**config.mk**
```make
export PLATFORM = sky130hd
export DESIGN_NAME = pipelined_control_unit_flat
export DESIGN_NICKNAME = d
export VERILOG_FILES = /design/src/rtl/pipelined_control_unit_if.sv /design/src/rtl/pipelined_control_unit.sv /design/src/flat_wrapper.sv
export SDC_FILE = /design/constraint.sdc
export NUM_CORES = 1
export LEC_CHECK = 0
export ABC_AREA = 1
export CELL_PAD_IN_SITES_DETAIL_PLACEMENT = 0
export CELL_PAD_IN_SITES_GLOBAL_PLACEMENT = 1
export CORE_MARGIN = 4
export CORE_UTILIZATION = 33
export DETAILED_ROUTE_END_ITERATION = 7
export GPL_ROUTABILITY_DRIVEN = 0
export PLACE_DENSITY = 0.91
export SYNTH_ARGS = -nofsm -noshare
export SYNTH_HDL_FRONTEND = slang
export SYNTH_SLANG_ARGS = --single-unit
export TNS_END_PERCENT = 100
```
**constraint.sdc**
```tcl
create_clock -name clk -period 3 [get_ports clk]
set_input_delay 0.3 -clock clk [delete_from_list [all_inputs] [get_ports clk]]
set_output_delay 0.3 -clock clk [all_outputs]
set_load 0.03 [all_outputs]
```
**src/rtl/pipelined_control_unit_if.sv**
```systemverilog
// Decode-stage bundle between the IF/ID register, the control unit and the execute-stage datapath.
// valid_d qualifies every ID-side field; there is no back-pressure, and the hazard outputs are the only reverse path.
interface pipelined_control_unit_if #(
  parameter int ALU_CTRL_W = 4,
  parameter int REG_ADDR_W = 5,
  parameter int CNT_W      = 16
);
  // ID-stage instruction fields
  logic                  valid_d;
  logic [6:0]            op;
  logic [2:0]            funct3;
  logic [6:0]            funct7;
  logic [REG_ADDR_W-1:0] rs1_d;
  logic [REG_ADDR_W-1:0] rs2_d;
  logic [REG_ADDR_W-1:0] rd_d;
  logic                  redirect_e;

  // Combinational decode and hazard controls
  logic [2:0]            imm_src_d;
  logic                  illegal_d;
  logic                  stall_f;
  logic                  stall_d;
  logic                  flush_d;

  // Registered execute-stage controls
  logic                  reg_write_e;
  logic                  alu_src_e;
  logic                  mem_write_e;
  logic                  mem_read_e;
  logic                  branch_e;
  logic                  jump_e;
  logic [1:0]            result_src_e;
  logic [ALU_CTRL_W-1:0] alu_control_e;
  logic [REG_ADDR_W-1:0] rd_e;

  // Performance counters
  logic [CNT_W-1:0]      stall_cnt;
  logic [CNT_W-1:0]      flush_cnt;

  modport master (
    output valid_d, op, funct3, funct7, rs1_d, rs2_d, rd_d, redirect_e,
    input  imm_src_d, illegal_d, stall_f, stall_d, flush_d,
    input  reg_write_e, alu_src_e, mem_write_e, mem_read_e, branch_e, jump_e,
    input  result_src_e, alu_control_e, rd_e, stall_cnt, flush_cnt
  );

  modport slave (
    input  valid_d, op, funct3, funct7, rs1_d, rs2_d, rd_d, redirect_e,
    output imm_src_d, illegal_d, stall_f, stall_d, flush_d,
    output reg_write_e, alu_src_e, mem_write_e, mem_read_e, branch_e, jump_e,
    output result_src_e, alu_control_e, rd_e, stall_cnt, flush_cnt
  );
endinterface

```
**src/rtl/pipelined_control_unit.sv**
```systemverilog
// RV32I decode-stage control unit: opcode decode, ID/EX control register, load-use stall,
// redirect flush and saturating stall/flush counters.
module pipelined_control_unit #(
  parameter int ALU_CTRL_W = 4,
  parameter int REG_ADDR_W = 5,
  parameter int CNT_W      = 16
) (
  input  logic                      clk,
  input  logic                      rst,
  pipelined_control_unit_if.slave   bus
);

  localparam logic [6:0] OP_R      = 7'b0110011;
  localparam logic [6:0] OP_I      = 7'b0010011;
  localparam logic [6:0] OP_LOAD   = 7'b0000011;
  localparam logic [6:0] OP_STORE  = 7'b0100011;
  localparam logic [6:0] OP_BRANCH = 7'b1100011;
  localparam logic [6:0] OP_JAL    = 7'b1101111;
  localparam logic [6:0] OP_LUI    = 7'b0110111;

  localparam logic [2:0] IMM_I = 3'b000;
  localparam logic [2:0] IMM_S = 3'b001;
  localparam logic [2:0] IMM_B = 3'b010;
  localparam logic [2:0] IMM_J = 3'b011;
  localparam logic [2:0] IMM_U = 3'b100;

  localparam logic [1:0] RES_ALU = 2'b00;
  localparam logic [1:0] RES_MEM = 2'b01;
  localparam logic [1:0] RES_PC4 = 2'b10;

  // ALU codes are 4-bit values zero-extended to ALU_CTRL_W (which must be at least 4).
  localparam logic [ALU_CTRL_W-1:0] ALU_ADD   = ALU_CTRL_W'(4'b0000);
  localparam logic [ALU_CTRL_W-1:0] ALU_SUB   = ALU_CTRL_W'(4'b0001);
  localparam logic [ALU_CTRL_W-1:0] ALU_AND   = ALU_CTRL_W'(4'b0010);
  localparam logic [ALU_CTRL_W-1:0] ALU_OR    = ALU_CTRL_W'(4'b0011);
  localparam logic [ALU_CTRL_W-1:0] ALU_XOR   = ALU_CTRL_W'(4'b0100);
  localparam logic [ALU_CTRL_W-1:0] ALU_SLT   = ALU_CTRL_W'(4'b0101);
  localparam logic [ALU_CTRL_W-1:0] ALU_SLTU  = ALU_CTRL_W'(4'b0110);
  localparam logic [ALU_CTRL_W-1:0] ALU_SLL   = ALU_CTRL_W'(4'b0111);
  localparam logic [ALU_CTRL_W-1:0] ALU_SRL   = ALU_CTRL_W'(4'b1000);
  localparam logic [ALU_CTRL_W-1:0] ALU_SRA   = ALU_CTRL_W'(4'b1001);
  localparam logic [ALU_CTRL_W-1:0] ALU_PASSB = ALU_CTRL_W'(4'b1010);

  typedef struct packed {
    logic                  reg_write;
    logic                  alu_src;
    logic                  mem_write;
    logic                  mem_read;
    logic                  branch;
    logic                  jump;
    logic [1:0]            result_src;
    logic [ALU_CTRL_W-1:0] alu_control;
    logic [REG_ADDR_W-1:0] rd;
  } idex_t;

  localparam logic [CNT_W-1:0] CNT_MAX = '1;

  // ------------------------------------------------------------------
  // Decode
  // ------------------------------------------------------------------
  logic                  known_op;
  logic                  use_rs1;
  logic                  use_rs2;
  logic [2:0]            imm_src;
  logic [ALU_CTRL_W-1:0] alu_fn;
  idex_t                 dec_raw;
  idex_t                 dec;

  // funct3-driven ALU selection shared by R-type and I-ALU; only R-type may select sub.
  always_comb begin
    alu_fn = ALU_ADD;
    case (bus.funct3)
      3'b000: alu_fn = (bus.op == OP_R && bus.funct7[5]) ? ALU_SUB : ALU_ADD;
      3'b001: alu_fn = ALU_SLL;
      3'b010: alu_fn = ALU_SLT;
      3'b011: alu_fn = ALU_SLTU;
      3'b100: alu_fn = ALU_XOR;
      3'b101: alu_fn = bus.funct7[5] ? ALU_SRA : ALU_SRL;
      3'b110: alu_fn = ALU_OR;
      3'b111: alu_fn = ALU_AND;
      default: alu_fn = ALU_ADD;
    endcase
  end

  always_comb begin
    dec_raw  = '0;
    known_op = 1'b0;
    use_rs1  = 1'b0;
    use_rs2  = 1'b0;
    imm_src  = IMM_I;
    case (bus.op)
      OP_R: begin
        known_op              = 1'b1;
        use_rs1               = 1'b1;
        use_rs2               = 1'b1;
        dec_raw.reg_write     = 1'b1;
        dec_raw.alu_control   = alu_fn;
      end
      OP_I: begin
        known_op              = 1'b1;
        use_rs1               = 1'b1;
        imm_src               = IMM_I;
        dec_raw.reg_write     = 1'b1;
        dec_raw.alu_src       = 1'b1;
        dec_raw.alu_control   = alu_fn;
      end
      OP_LOAD: begin
        known_op              = 1'b1;
        use_rs1               = 1'b1;
        imm_src               = IMM_I;
        dec_raw.reg_write     = 1'b1;
        dec_raw.alu_src       = 1'b1;
        dec_raw.mem_read      = 1'b1;
        dec_raw.result_src    = RES_MEM;
        dec_raw.alu_control   = ALU_ADD;
      end
      OP_STORE: begin
        known_op              = 1'b1;
        use_rs1               = 1'b1;
        use_rs2               = 1'b1;
        imm_src               = IMM_S;
        dec_raw.alu_src       = 1'b1;
        dec_raw.mem_write     = 1'b1;
        dec_raw.alu_control   = ALU_ADD;
      end
      OP_BRANCH: begin
        known_op              = 1'b1;
        use_rs1               = 1'b1;
        use_rs2               = 1'b1;
        imm_src               = IMM_B;
        dec_raw.branch        = 1'b1;
        dec_raw.alu_control   = ALU_SUB;
      end
      OP_JAL: begin
        known_op              = 1'b1;
        imm_src               = IMM_J;
        dec_raw.reg_write     = 1'b1;
        dec_raw.jump          = 1'b1;
        dec_raw.result_src    = RES_PC4;
        dec_raw.alu_control   = ALU_ADD;
      end
      OP_LUI: begin
        known_op              = 1'b1;
        imm_src               = IMM_U;
        dec_raw.reg_write     = 1'b1;
        dec_raw.alu_src       = 1'b1;
        dec_raw.alu_control   = ALU_PASSB;
      end
      default: begin
        known_op = 1'b0;
      end
    endcase
  end

  // Empty or undecodable slots carry no side effects but still forward rd_d.
  always_comb begin
    dec    = '0;
    dec.rd = bus.rd_d;
    if (bus.valid_d && known_op) begin
      dec.reg_write   = dec_raw.reg_write;
      dec.alu_src     = dec_raw.alu_src;
      dec.mem_write   = dec_raw.mem_write;
      dec.mem_read    = dec_raw.mem_read;
      dec.branch      = dec_raw.branch;
      dec.jump        = dec_raw.jump;
      dec.result_src  = dec_raw.result_src;
      dec.alu_control = dec_raw.alu_control;
    end
  end

  // ------------------------------------------------------------------
  // Hazard detection
  // ------------------------------------------------------------------
  idex_t ex_q;
  idex_t ex_d;
  logic  hz;
  logic  stall;
  logic  rs1_match;
  logic  rs2_match;

  // rd_e == x0 is excluded, so x0 sources never stall.
  always_comb begin
    rs1_match = use_rs1 && (ex_q.rd == bus.rs1_d);
    rs2_match = use_rs2 && (ex_q.rd == bus.rs2_d);
    hz        = bus.valid_d && ex_q.mem_read && (ex_q.rd != '0) && (rs1_match || rs2_match);
    stall     = hz && !bus.redirect_e;
  end

  // ------------------------------------------------------------------
  // ID/EX control register
  // ------------------------------------------------------------------
  always_comb begin
    ex_d = dec;
    if (bus.redirect_e || hz) begin
      ex_d = '0;
    end
  end

  always_ff @(posedge clk) begin
    if (rst) begin
      ex_q <= '0;
    end else begin
      ex_q <= ex_d;
    end
  end

  // ------------------------------------------------------------------
  // Saturating performance counters
  // ------------------------------------------------------------------
  logic [CNT_W-1:0] stall_cnt_q;
  logic [CNT_W-1:0] stall_cnt_d;
  logic [CNT_W-1:0] flush_cnt_q;
  logic [CNT_W-1:0] flush_cnt_d;

  always_comb begin
    stall_cnt_d = stall_cnt_q;
    flush_cnt_d = flush_cnt_q;
    if (stall && stall_cnt_q != CNT_MAX) begin
      stall_cnt_d = stall_cnt_q + 1'b1;
    end
    if (bus.redirect_e && flush_cnt_q != CNT_MAX) begin
      flush_cnt_d = flush_cnt_q + 1'b1;
    end
  end

  always_ff @(posedge clk) begin
    if (rst) begin
      stall_cnt_q <= '0;
      flush_cnt_q <= '0;
    end else begin
      stall_cnt_q <= stall_cnt_d;
      flush_cnt_q <= flush_cnt_d;
    end
  end

  // ------------------------------------------------------------------
  // Outputs
  // ------------------------------------------------------------------
  assign bus.imm_src_d     = imm_src;
  assign bus.illegal_d     = bus.valid_d && !known_op;
  assign bus.stall_f       = stall;
  assign bus.stall_d       = stall;
  assign bus.flush_d       = bus.redirect_e;

  assign bus.reg_write_e   = ex_q.reg_write;
  assign bus.alu_src_e     = ex_q.alu_src;
  assign bus.mem_write_e   = ex_q.mem_write;
  assign bus.mem_read_e    = ex_q.mem_read;
  assign bus.branch_e      = ex_q.branch;
  assign bus.jump_e        = ex_q.jump;
  assign bus.result_src_e  = ex_q.result_src;
  assign bus.alu_control_e = ex_q.alu_control;
  assign bus.rd_e          = ex_q.rd;

  assign bus.stall_cnt     = stall_cnt_q;
  assign bus.flush_cnt     = flush_cnt_q;

endmodule

```
**src/flat_wrapper.sv**
```systemverilog
// flat-port wrapper written by rule: the top's interface ports become plain ports
module pipelined_control_unit_flat 
#(
  parameter int ALU_CTRL_W = 4,
  parameter int REG_ADDR_W = 5,
  parameter int CNT_W      = 16
)
  (clk, rst, bus_valid_d, bus_op, bus_funct3, bus_funct7, bus_rs1_d, bus_rs2_d, bus_rd_d, bus_redirect_e, bus_imm_src_d, bus_illegal_d, bus_stall_f, bus_stall_d, bus_flush_d, bus_reg_write_e, bus_alu_src_e, bus_mem_write_e, bus_mem_read_e, bus_branch_e, bus_jump_e, bus_result_src_e, bus_alu_control_e, bus_rd_e, bus_stall_cnt, bus_flush_cnt);
  pipelined_control_unit_if #(.ALU_CTRL_W(ALU_CTRL_W), .REG_ADDR_W(REG_ADDR_W), .CNT_W(CNT_W)) bus_i ();
  input  logic clk;
  input  logic rst;
  input wire logic [$bits(bus_i.valid_d)-1:0] bus_valid_d;
  input wire logic [$bits(bus_i.op)-1:0] bus_op;
  input wire logic [$bits(bus_i.funct3)-1:0] bus_funct3;
  input wire logic [$bits(bus_i.funct7)-1:0] bus_funct7;
  input wire logic [$bits(bus_i.rs1_d)-1:0] bus_rs1_d;
  input wire logic [$bits(bus_i.rs2_d)-1:0] bus_rs2_d;
  input wire logic [$bits(bus_i.rd_d)-1:0] bus_rd_d;
  input wire logic [$bits(bus_i.redirect_e)-1:0] bus_redirect_e;
  output wire logic [$bits(bus_i.imm_src_d)-1:0] bus_imm_src_d;
  output wire logic [$bits(bus_i.illegal_d)-1:0] bus_illegal_d;
  output wire logic [$bits(bus_i.stall_f)-1:0] bus_stall_f;
  output wire logic [$bits(bus_i.stall_d)-1:0] bus_stall_d;
  output wire logic [$bits(bus_i.flush_d)-1:0] bus_flush_d;
  output wire logic [$bits(bus_i.reg_write_e)-1:0] bus_reg_write_e;
  output wire logic [$bits(bus_i.alu_src_e)-1:0] bus_alu_src_e;
  output wire logic [$bits(bus_i.mem_write_e)-1:0] bus_mem_write_e;
  output wire logic [$bits(bus_i.mem_read_e)-1:0] bus_mem_read_e;
  output wire logic [$bits(bus_i.branch_e)-1:0] bus_branch_e;
  output wire logic [$bits(bus_i.jump_e)-1:0] bus_jump_e;
  output wire logic [$bits(bus_i.result_src_e)-1:0] bus_result_src_e;
  output wire logic [$bits(bus_i.alu_control_e)-1:0] bus_alu_control_e;
  output wire logic [$bits(bus_i.rd_e)-1:0] bus_rd_e;
  output wire logic [$bits(bus_i.stall_cnt)-1:0] bus_stall_cnt;
  output wire logic [$bits(bus_i.flush_cnt)-1:0] bus_flush_cnt;
  assign bus_i.valid_d = bus_valid_d;
  assign bus_i.op = bus_op;
  assign bus_i.funct3 = bus_funct3;
  assign bus_i.funct7 = bus_funct7;
  assign bus_i.rs1_d = bus_rs1_d;
  assign bus_i.rs2_d = bus_rs2_d;
  assign bus_i.rd_d = bus_rd_d;
  assign bus_i.redirect_e = bus_redirect_e;
  assign bus_imm_src_d = bus_i.imm_src_d;
  assign bus_illegal_d = bus_i.illegal_d;
  assign bus_stall_f = bus_i.stall_f;
  assign bus_stall_d = bus_i.stall_d;
  assign bus_flush_d = bus_i.flush_d;
  assign bus_reg_write_e = bus_i.reg_write_e;
  assign bus_alu_src_e = bus_i.alu_src_e;
  assign bus_mem_write_e = bus_i.mem_write_e;
  assign bus_mem_read_e = bus_i.mem_read_e;
  assign bus_branch_e = bus_i.branch_e;
  assign bus_jump_e = bus_i.jump_e;
  assign bus_result_src_e = bus_i.result_src_e;
  assign bus_alu_control_e = bus_i.alu_control_e;
  assign bus_rd_e = bus_i.rd_e;
  assign bus_stall_cnt = bus_i.stall_cnt;
  assign bus_flush_cnt = bus_i.flush_cnt;
  pipelined_control_unit #(.ALU_CTRL_W(ALU_CTRL_W), .REG_ADDR_W(REG_ADDR_W), .CNT_W(CNT_W)) u_core (.clk(clk), .rst(rst), .bus(bus_i));
endmodule
```
==> out/qor.yml, run 1 <==
dp_hpwl_um: 5580
rsz0062_at_grt: "false"
async_reset_ff_share_pct: 0
fin_worst_skew_ns: 0.00700
max_freq_mhz: 382
tritoncts: "yes"
yosys_warnings: 0
port-buffer-count: 85
fp-row-count: 32
min-delay-path-class: "flip-flop to flip-flop"
drc: 0
ios: 92
cp_max_fo: 5
clkTransAtPathRegs_ns: 0.09
detail_route.first_pass.iterations: 4
yosysSeqAreaShare_pct: 35.2
final_hold_viol_count: 0
setup_violations: 0
syn_inst: 449
n_antenna_cell: 0
via_count: 2972
postRouteWirelength_um: 7260
synthesis.area_um2: 2730
vdd_ir_drop_max_uv: 174
synth_nets: 487
p_per_area_nw_per_um2: 321
cts_buffers: 5
synthFlopType: "dfxtp_1"
die_width_um: 98.9
final_common_cell: "nand2_1"
drt_iter0_drc: 110
fin_crit_sh_pct: 87.4
multi_input_area_um2: 1360
clockBufferDepth: 2
clock_latency_ns: 0.31
seq_area_um2: 961
area_growth_pct: 38.5
core_area_um2: 7890
drtAntennaViolNets: 0
dieArea_um2: 9780
die_h_um: 98.9
ctsRootBufferMaster: "clkbuf_8"
grt-ovfl-total: 0
fin_tns_setup_ns: 0
total_power_uw: 1210
syn_area_per_cell_um2: 6.07
num-fill-cells: 792
viasPerCell: 4.65
cts_setup_buffers: 0
leakage_uw: 0.00166
cts_htree_levels: 2
maxCapViolations: 0
fin_nets: 574
postCtsHoldBufs: 0
worst_ep_arrival_time_ns: 2.32
grt_pass1_wl_um: 12200
synth-edff-count: 0
tightest_slew_ns: 0.501
synth_cell_types: 30
max_slew_margin_pct: 66.3
layout-drive-gt1-share_pct: 3.72
avgRoutedWirePerCell_um: 11.4
drv_slew: 0
grt_pass1_vias: 2733
start_util_pct: 34.6
grt_max_degree: 17
cp.required_ns: 2.70
cp-start-kind: "primary input"
final_cell_mix: "nand2_1, inv_1, clkdlybuf4s50_1"
gr-usage-all-layers_pct: 14.8
outcome: "completed"
cts-resized-gates: 0
end_kind: "output pin"
synth_seq_cells: 48
clkSinkCount: 48
fin_crit_ns: 2.62
antenna_found_initial: 0
crit_type: "primary input to output pin"
state kept, by name, indices dropped and copies added, names as in the netlist:
register                  flops
u_core.bus.stall_cnt         16
u_core.bus.flush_cnt         16
u_core.bus.alu_src_e          1
u_core.bus.rd_e               5
u_core.bus.mem_read_e         1
u_core.bus.result_src_e       2
u_core.bus.branch_e           1
u_core.bus.reg_write_e        1
u_core.bus.mem_write_e        1
u_core.bus.alu_control_e      4
power by group:
group	switching [µW]	total (µW)	internal [µW]
logic	76.2	144	68.2
registers	6.13	648	642
clock network	232	420	188
total	314	1210	898
synthesized netlist by cell type, types with 4 or more instances:
library cell	instances	share of area [%]
buf_4	5	1.4
a21oi_1	16	2.9
o21ai_0	21	3.9
nand3_1	21	3.9
nor3_1	6	1.1
dfxtp_1	48	35
o21ai_1	4	0.73
clkbuf_1	4	0.55
nand4_1	23	5.3
nor2_1	84	12
nand2_1	101	14
inv_1	93	13
kinds of logic after synthesis:
logic type | synth area share (%)
flip-flops | 35.2
buffers and inverters | 14.9
AND/OR/NAND/NOR | 38.9
adder cells (fa/ha/maj) | 0.918
AO/OA/AOI/OAI | 9.45
XOR/XNOR | 0.643
worst max-delay path, stage by stage:
cell	delay [ns]
clkdlybuf4s50_1	0.56
nand2_1	0.12
a21oi_1	0.22
nand4_1	0.16
nand2_1	0.13
nand3_2	0.09
inv_1	0.08
clkdlybuf4s50_1	0.66
layer usage:
| layer | up-vias | part of all wire [%] | track usage [%] | routed length, µm |
|---|---|---|---|---|
| met4 | 0 | 0.88 | 4.52 | 64 |
| met5 | - | 0 | 0 | 0 |
| met1 | 1317 | 48 | 19.7 | 3520 |
| met3 | 9 | 4.8 | 3.18 | 347 |
| met2 | 77 | 46 | 24.0 | 3330 |
| li1 | 1569 | - | - | - |
final timing paths:
check                                         startpoint                       end  slack (ns)  cells past startpoint
worst max-delay path                           bus_op[5]               bus_stall_f        0.38                      8
worst min-delay path            u_core.bus.flush_cnt[11]  u_core.bus.flush_cnt[11]        0.50                      1
worst max register to register   u_core.bus.flush_cnt[0]  u_core.bus.flush_cnt[14]        1.10                     11
worst min register to register  u_core.bus.flush_cnt[11]  u_core.bus.flush_cnt[11]        0.50                      1
metrics by stage:
step	setup slack, ns	instance area, µm²	instances	utilization [%]	hold slack [ns]
6_report	0.379	3780	639	47.9	0.497
4_1_cts	0.359	3780	639	47.9	0.500
5_1_grt	0.197	3780	639	47.9	0.522
3_5_place_dp	0.373	3680	631	46.7	0.475
3_3_place_gp	0.416	3680	631	46.7	0.469
2_1_floorplan	0.966	2730	449	-	0.376
cell type report:
type / instances / share of cell area [%]
Clock buffer: 7 / 2.29
Clock inverter: 1 / 0.199
Inverter: 94 / 9.34
Multi-Input combinational cell: 298 / 36.0
Sequential cell: 48 / 25.4
Tap cell: 102 / 3.38
Timing Repair Buffer: 89 / 23.3
Note: power is estimated with default switching activity, not from simulation.
==> inputs of run 2 (changes only) <==
--- a/config.mk
+++ b/config.mk
@@ -9,10 +9,10 @@
 export CELL_PAD_IN_SITES_DETAIL_PLACEMENT = 0
 export CELL_PAD_IN_SITES_GLOBAL_PLACEMENT = 1
 export CORE_MARGIN = 4
-export CORE_UTILIZATION = 33
+export CORE_UTILIZATION = 28
 export DETAILED_ROUTE_END_ITERATION = 7
 export GPL_ROUTABILITY_DRIVEN = 0
-export PLACE_DENSITY = 0.91
+export PLACE_DENSITY = 0.82
 export SYNTH_ARGS = -nofsm -noshare
 export SYNTH_HDL_FRONTEND = slang
 export SYNTH_SLANG_ARGS = --single-unit
==> constraint.sdc (replaced) <==
create_clock -name clk -period 2.33 [get_ports clk]
set_input_delay 0.233 -clock clk [delete_from_list [all_inputs] [get_ports clk]]
set_output_delay 0.233 -clock clk [all_outputs]
set_load 0.03 [all_outputs]
==> run 2 against run 1 <==
First-iteration DRC count rose by 0.91%. Flip-flop and latch count did not move. Power rose by 27%. Final cell count rose by 5.5%. Sequential share of layout area fell by 0.53 points. Via count fell by 1.9%. Largest cell class unchanged. Largest power group unchanged. Highest routed layer unchanged.
==> out/qor.yml, run 2 (same netlist as run 1, synthesis figures left out) <==
vdd_ir_drop_max_uv: 236
die_width_um: 107
rsz0062_at_grt: "false"
detail_route.first_pass.iterations: 4
worst_slack_ns: 0.123
viasPerCell: 4.33
r2r_setup_slack_ns: 0.46
cts_buffers: 5
core_area_um2: 9370
fp-row-count: 35
cp_max_fo: 4
final_cell_mix: "nand2_1, inv_1, nor2_1"
dieArea_um2: 11400
fin_nets: 582
p_int_uw: 1130
end_kind: "output pin"
hold_start: "bus_rd_d[4]"
clockBufferDepth: 2
dp_hpwl_um: 6010
grt_pass1_vias: 2826
crit_type: "primary input to output pin"
worst_ep_arrival_time_ns: 1.97
drtAntennaViolNets: 0
r2r_cells: 11
layout-drive-gt1-share_pct: 6.06
die_h_um: 107
grt_pass1_wl_um: 12800
max_slew_margin_pct: 62.9
final_hold_viol_count: 0
port-buffer-count: 85
seq_area_um2: 961
final_common_cell: "nand2_1"
num-fill-cells: 1062
grt-ovfl-total: 0
p_sw_share_pct: 26.8
area_growth_pct: 41.4
leakage_uw: 0.00172
clkSinkCount: 48
cp.required_ns: 2.10
clkTransAtPathRegs_ns: 0.10
power.switching_uw: 413
fin_worst_skew_ns: 0.0102
clock_latency_ns: 0.30
p_seq_share_pct: 54.2
reg2reg_from: "u_core.bus.flush_cnt[0]"
critPathMaxStageDelay_ns: 0.66
n_antenna_cell: 0
p_per_area_nw_per_um2: 399
pwr-share-clk_pct: 33.4
tightest_slew_ns: 0.553
place_ws_ns: 0.0340
via_count: 2917
cp-start-kind: "primary input"
fin_crit_sh_pct: 94.7
ios: 92
outcome: "completed"
cp_cell_sequence: "clkdlybuf4s50_1 -> buf_4 -> inv_1 -> nor3b_1 -> nand2_1 -> inv_1 -> clkdlybuf4s50_1"
postRouteWirelength_um: 7590
drt_iter0_drc: 111
power_frac_comb_pct: 12.3
holdPathStages: 3
drc: 0
rr_endpoint: "u_core.bus.flush_cnt[14]"
tritoncts: "yes"
setup_violations: 0
crit_slowest_cell: "clkdlybuf4s50_1"
ctsRootBufferMaster: "clkbuf_8"
start_util_pct: 29.1
maxCapViolations: 0
grt_max_degree: 17
multi_input_area_um2: 1360
min-delay-path-class: "primary input to flip-flop"
holdPathEnd: "u_core.bus.rd_e[4]"
fin_crit_ns: 2.21
cts_htree_levels: 2
fin_tns_setup_ns: 0
avgRoutedWirePerCell_um: 11.3
drv_slew: 0
gr-usage-all-layers_pct: 13.4
antenna_found_initial: 0
max_freq_mhz: 453
-- run 2: worst max-delay path, delay by kind of cell --
family | cells | cell delay [ns]
buf+inv | 5 | 1.46
simple gates | 2 | 0.27
-- run 2: metal layers --
layer,global-route usage [%],up-vias,wire (µm)
met2,23.1,59,3630
li1,-,1580,-
met5,0,-,0
met3,2.41,2,232
met1,17.7,1276,3700
met4,2.47,0,19
-- run 2: layout make-up --
class,count,share of cell area (%)
inverter,94,9.15
sequential,48,24.9
multi-input combinational,298,35.3
tap,129,4.19
clock buffer,5,1.78
clock inverter,3,0.487
timing repair buffer,97,24.2
-- run 2: power by group through the flow --
stage	clock, µW	sequential, µW	combinational, µW
floorplan	0	866	77.7
detailed placement	0	854	191
global route	583	837	209
finish	515	835	190
CTS	545	835	191
global placement	0	854	187
-- run 2: timing repair --
action                     CTS  global route
buffers inserted             0             0
hold buffers                 0             0
gates resized for setup      0             1
setup endpoints to repair    0             1
-- run 2: worst max path at each step --
stage	startpoint	endpoint	slack, ns	cells past startpoint
4_1_cts	bus_op[5]	bus_imm_src_d[0]	0.03	8
2_1_floorplan	u_core.bus.rd_e[3]	bus_stall_f	0.36	10
3_5_place_dp	bus_op[5]	bus_imm_src_d[0]	0.03	8
3_3_place_gp	bus_op[5]	bus_imm_src_d[0]	0.09	8
6_report	bus_op[5]	bus_imm_src_d[2]	0.12	7
5_1_grt	bus_op[2]	bus_stall_d	0.03	9
-- run 2: metrics by stage --
stage	utilization [%]	std cells	cell area [µm²]	total power, µW	hold WS (ns)
6_report	41.1	674	3860	1540	0.440
3_3_place_gp	40.2	666	3770	1040	0.471
4_1_cts	41.1	674	3850	1570	0.431
3_5_place_dp	40.2	666	3770	1040	0.481
5_1_grt	41.1	674	3860	1630	0.428
2_1_floorplan	-	449	2730	944	0.309
==> inputs of run 3 (changes only) <==
--- a/config.mk
+++ b/config.mk
@@ -13,6 +13,7 @@
 export DETAILED_ROUTE_END_ITERATION = 7
 export GPL_ROUTABILITY_DRIVEN = 0
 export PLACE_DENSITY = 0.82
+export SKIP_CTS_REPAIR_TIMING = 1
 export SYNTH_ARGS = -nofsm -noshare
 export SYNTH_HDL_FRONTEND = slang
 export SYNTH_SLANG_ARGS = --single-unit
==> results of run 3 <==
No change in the layout: final DEF, timing and power equal those of run 2.
